===== config.mk =====
export PLATFORM = sky130hd
export DESIGN_NAME = status_flag_unit
export DESIGN_NICKNAME = d
export VERILOG_FILES = /design/src/rtl/status_flag_unit.sv
export SDC_FILE = /design/constraint.sdc
export NUM_CORES = 1
export LEC_CHECK = 0
export CAP_MARGIN = 20
export CORE_MARGIN = 10
export CORE_UTILIZATION = 34
export DETAILED_ROUTE_END_ITERATION = 8
export DONT_BUFFER_PORTS = 1
export PLACE_DENSITY_LB_ADDON = 0.25
export SLEW_MARGIN = 20
export SYNTH_ARGS = -nofsm -noshare
export SYNTH_HDL_FRONTEND = slang
export SYNTH_SLANG_ARGS = --single-unit

===== constraint.sdc =====
create_clock -name clk -period 8.4 [get_ports clk]
set_input_delay 1.26 -clock clk [delete_from_list [all_inputs] [get_ports clk]]
set_output_delay 1.26 -clock clk [all_outputs]
set_load 0.03 [all_outputs]

===== src/rtl/status_flag_unit.sv =====
// EXE-stage ALU and NZCV status register for the condition checker in ID.
// The status_fwd bypass lets a conditional directly behind an S instruction see fresh flags.
module status_flag_unit #(
    parameter int WIDTH = 32
) (
    input  logic             clk,
    input  logic             rst,
    input  logic [3:0]       exe_cmd,
    input  logic [WIDTH-1:0] val1,
    input  logic [WIDTH-1:0] val2,
    input  logic             s_en,
    input  logic             valid,
    input  logic             freeze,
    input  logic             flush,
    output logic [WIDTH-1:0] alu_res,
    output logic [3:0]       status,
    output logic [3:0]       status_fwd,
    output logic             flags_wr
);

    localparam logic [3:0] CMD_MOV = 4'b0001;
    localparam logic [3:0] CMD_MVN = 4'b1001;
    localparam logic [3:0] CMD_ADD = 4'b0010;
    localparam logic [3:0] CMD_ADC = 4'b0011;
    localparam logic [3:0] CMD_SUB = 4'b0100;
    localparam logic [3:0] CMD_SBC = 4'b0101;
    localparam logic [3:0] CMD_AND = 4'b0110;
    localparam logic [3:0] CMD_ORR = 4'b0111;
    localparam logic [3:0] CMD_EOR = 4'b1000;

    localparam int MSB = WIDTH - 1;

    logic [3:0]       r_status;
    logic             r_flags_wr;

    logic [WIDTH:0]   w_sum;
    logic [WIDTH:0]   w_cin_ext;
    logic [WIDTH-1:0] w_res;
    logic [WIDTH-1:0] w_opb;
    logic             w_legal;
    logic             w_arith;
    logic             w_n;
    logic             w_z;
    logic             w_c;
    logic             w_v;
    logic [3:0]       w_flags;
    logic             w_we;

    // Carry-in always comes from the registered C, never the bypass.
    assign w_cin_ext = {{WIDTH{1'b0}}, r_status[1]};

    always_comb begin
        w_sum   = '0;
        w_res   = '0;
        w_opb   = val2;
        w_legal = 1'b0;
        w_arith = 1'b0;
        case (exe_cmd)
            CMD_MOV: begin
                w_legal = 1'b1;
                w_res   = val2;
            end
            CMD_MVN: begin
                w_legal = 1'b1;
                w_res   = ~val2;
            end
            CMD_ADD: begin
                w_legal = 1'b1;
                w_arith = 1'b1;
                w_sum   = {1'b0, val1} + {1'b0, val2};
            end
            CMD_ADC: begin
                w_legal = 1'b1;
                w_arith = 1'b1;
                w_sum   = {1'b0, val1} + {1'b0, val2} + w_cin_ext;
            end
            CMD_SUB: begin
                w_legal = 1'b1;
                w_arith = 1'b1;
                w_opb   = ~val2;
                w_sum   = {1'b0, val1} + {1'b0, ~val2}
                        + {{WIDTH{1'b0}}, 1'b1};
            end
            CMD_SBC: begin
                w_legal = 1'b1;
                w_arith = 1'b1;
                w_opb   = ~val2;
                w_sum   = {1'b0, val1} + {1'b0, ~val2} + w_cin_ext;
            end
            CMD_AND: begin
                w_legal = 1'b1;
                w_res   = val1 & val2;
            end
            CMD_ORR: begin
                w_legal = 1'b1;
                w_res   = val1 | val2;
            end
            CMD_EOR: begin
                w_legal = 1'b1;
                w_res   = val1 ^ val2;
            end
            default: begin
                w_legal = 1'b0;
            end
        endcase
        if (w_arith) begin
            w_res = w_sum[WIDTH-1:0];
        end
    end

    // Subtraction feeds ~val2 into the adder, so one overflow rule covers both.
    assign w_n = w_res[MSB];
    assign w_z = ~|w_res;
    assign w_c = w_arith ? w_sum[WIDTH] : r_status[1];
    assign w_v = w_arith
               ? ((val1[MSB] == w_opb[MSB]) & (w_res[MSB] != val1[MSB]))
               : r_status[0];

    assign w_flags = {w_n, w_z, w_c, w_v};
    assign w_we    = s_en & valid & ~freeze & ~flush & w_legal;

    always_ff @(posedge clk) begin
        if (rst) begin
            r_status   <= 4'b0000;
            r_flags_wr <= 1'b0;
        end else begin
            r_flags_wr <= w_we;
            if (w_we) begin
                r_status <= w_flags;
            end
        end
    end

    assign alu_res    = w_res;
    assign status     = r_status;
    assign status_fwd = w_we ? w_flags : r_status;
    assign flags_wr   = r_flags_wr;

endmodule


==> run summary <==
Layout filler cell count -> 2946
Die width -> 185 um
Largest net degree at the start of global routing -> 78
Core area -> 26900 um2
Total CTS buffers -> 3
N_diodes -> 0
Period utilisation layout -> 0.935
Worst-Margin Slew -> 1.03 ns
Initial DRC Count -> 1018
Top Metal Used -> met4
Worst EP required -> 7.14 ns
Post-Syn Area per Cell -> 6.76 um2
Flops & latches, synth -> 5
Unrepaired setup endpoints after global routing -> false
Post-synthesis sequential area ratio -> 0.0108
Die area -> 34300 um2
Ranking of synthesized cells by area -> ha_1, xnor2_1, a21oi_1
Pins Over Slew Limit -> 0
Synth unique cells -> 106
Fmax -> 127 MHz
Ratio of cells with drive above 1 in the final layout -> 0.0815
CTS sink cnt -> 5
Asr flop ratio synth -> 0
Remaining DRCs -> 0
Post-CTS Setup Bufs -> 0
Io pins -> 115
Synthesis Warnings -> 0
1st-pass router iterations -> 6
Gr usage total -> 0.227
CTS Buffer Depth -> 2
Syn Inst Count -> 1372
Worst setup EP type -> output port
Post-place setup slack -> 0.728 ns
Setup TNS -> 0 ns
Die Ht -> 185 um
Wire length on met3 -> 3910 um
Leakage -> 3.93 nW
Cell Rows -> 60
First-pass GRT wire length -> 61200 um
Internal power -> 0.368 mW
Sw Ratio -> 0.607
Post-layout power -> 0.936 mW
CP Launch Type -> input pin
GRT overflow -> 0
Starting density of the core -> 0.345
Final setup vio count -> 0
Clk slew on worst S/H paths -> 0.03 ns
Reg area -> 100 um2
Resize count post-CTS -> 0
Synth top area share -> 0.147
Peak supply drop -> 48.3 uV
Crit Path Category -> input pin to output port
CP arrival -> 6.60 ns
Final Hold Fails -> 0
Clk root buf -> clkbuf_16
Clock period minus worst slack -> 7.86 ns
Via count -> 10.7k
Reg power frac -> 0.026
Worst hold margin -> 0.723 ns
Clock Latency Late Sink -> 0.23 ns
Initial antenna violation count -> 0
Post-Syn Nets -> 1557
EDFF count, synth -> 0
Most frequent cells in the layout -> a21oi_1, ha_1, nor2_1, xnor2_1, inv_1
Routed wire per std cell -> 24.3 um
Comb pwr share -> 0.889
Max cap viols -> 0
HPWL Detailed -> 32400 um
Crit Path Max Fanout -> 5
Post-layout net count -> 1523
DR vias/cell -> 6.36
Final WS setup -> 0.545 ns
Post-DRT Antenna Nets -> 0
Sw power -> 0.568 mW
Dominant cell type by area after synthesis -> ha_1
CTS hold repair buffers -> 0
Outcome -> finished, final reports clean
Htree depth -> 1
Max transition margin -> 0.305
Post-Syn Area -> 9270 um2
Vias in the first global route -> 9866
PortBufs -> 0
M1 WL -> 18900 um
Area Growth Syn to Fin -> 5.02%
Multi-input logic area -> 8470 um2
Clk pwr share -> 0.084
CTS tree -> yes
Met2 wire length -> 17400 um
HP Class -> register to register
Routability cong. -> 0.984
Worst Clk Skew -> 0.00236 ns
Detailed Route WL -> 40800 um
Main flop type after synthesis -> dfxtp_1
Power per Cell Area -> 96.1 nW/um2
Most common cell after layout, fill and taps aside -> a21oi_1
critical path, cell delays in order:
cell,delay (ns)
ha_1,0.23
fa_1,0.43
a21o_1,0.26
a221oi_2,0.48
xnor2_1,0.22
nor4b_1,0.52
o2111ai_1,0.33
a221oi_2,0.35
and3_1,0.32
nand4_1,0.14
xnor2_1,0.14
a221o_1,0.52
or4_1,0.58
nor4_1,0.16
and4_1,0.28
a32o_1,0.38
final cells by class:
type                            count  area share
Tap cell                          341      0.0438
Sequential cell                     5      0.0103
Inverter                          102      0.0393
Clock buffer                        4     0.00809
Timing Repair Buffer               37      0.0285
Multi-Input combinational cell   1189       0.870
power by group through the flow:
stage                     sequential [mW]  combinational (mW)  clock (mW)
after floorplan                    0.0250               0.611           0
after global placement             0.0250               0.811           0
after detailed placement           0.0250               0.810           0
after CTS                          0.0247               0.814      0.0792
after global routing               0.0247               0.897      0.0807
final                              0.0247               0.832      0.0788
cells in the mapped netlist (all sizes together), types with 7 or more instances:
library cell	number
a2111oi	7
a211oi	14
a21o	25
a21oi	138
a221o	9
a221oi	16
a22oi	13
a31oi	19
and2	14
and3	19
and4	10
buf	32
clkbuf	44
ha	109
inv	102
mux2i	8
nand2	94
nand2b	15
nand3	37
nand4	25
nor2	105
nor2b	18
nor3	45
nor4	24
nor4b	9
o211ai	16
o21a	8
o21ai	84
o221ai	13
o22ai	26
o31ai	16
or2	7
or3	12
xnor2	96
xor2	37
per-stage QoR:
step                      instance area (um2)  instances  utilization
after floorplan                          9270       1372            -
after detailed placement                 9660       1674        0.359
after CTS                                9740       1678        0.362
final                                    9740       1678        0.362
after global placement                   9660       1674        0.359
after global routing                     9740       1678        0.362
state kept, by name (all words and copies together) (netlist names):
name and flops:
status 4, flags_wr 1
routing by layer:
layer  GRT usage  up-vias
met2       0.347      484
li1            -     5014
met4      0.0348        0
met1       0.323     5138
met5           0        -
met3      0.0482       38
final timing paths:
check	from	end	slack, ns	cells past startpoint
setup / recovery	val1[0]	status_fwd[2]	0.54	16
hold / removal	status[0]	status[0]	0.72	2
setup reg to reg	status[1]	status[2]	4.20	12
hold reg to reg	status[0]	status[0]	0.72	2
cells by family (layout without fill, tap and decap cells):
family / Yosys count / count (layout) / share of synthesized area
muxes: 13 / 13 / 0.0151
and+or+nand+nor: 454 / 454 / 0.263
buffers and inverters: 178 / 143 / 0.0783
AOI/OAI and AO/OA: 478 / 478 / 0.355
adders and majority gates: 111 / 111 / 0.151
DFF: 5 / 5 / 0.0108
xor gates and xnor gates: 133 / 133 / 0.126
Note: power is estimated with default switching activity, not from simulation.
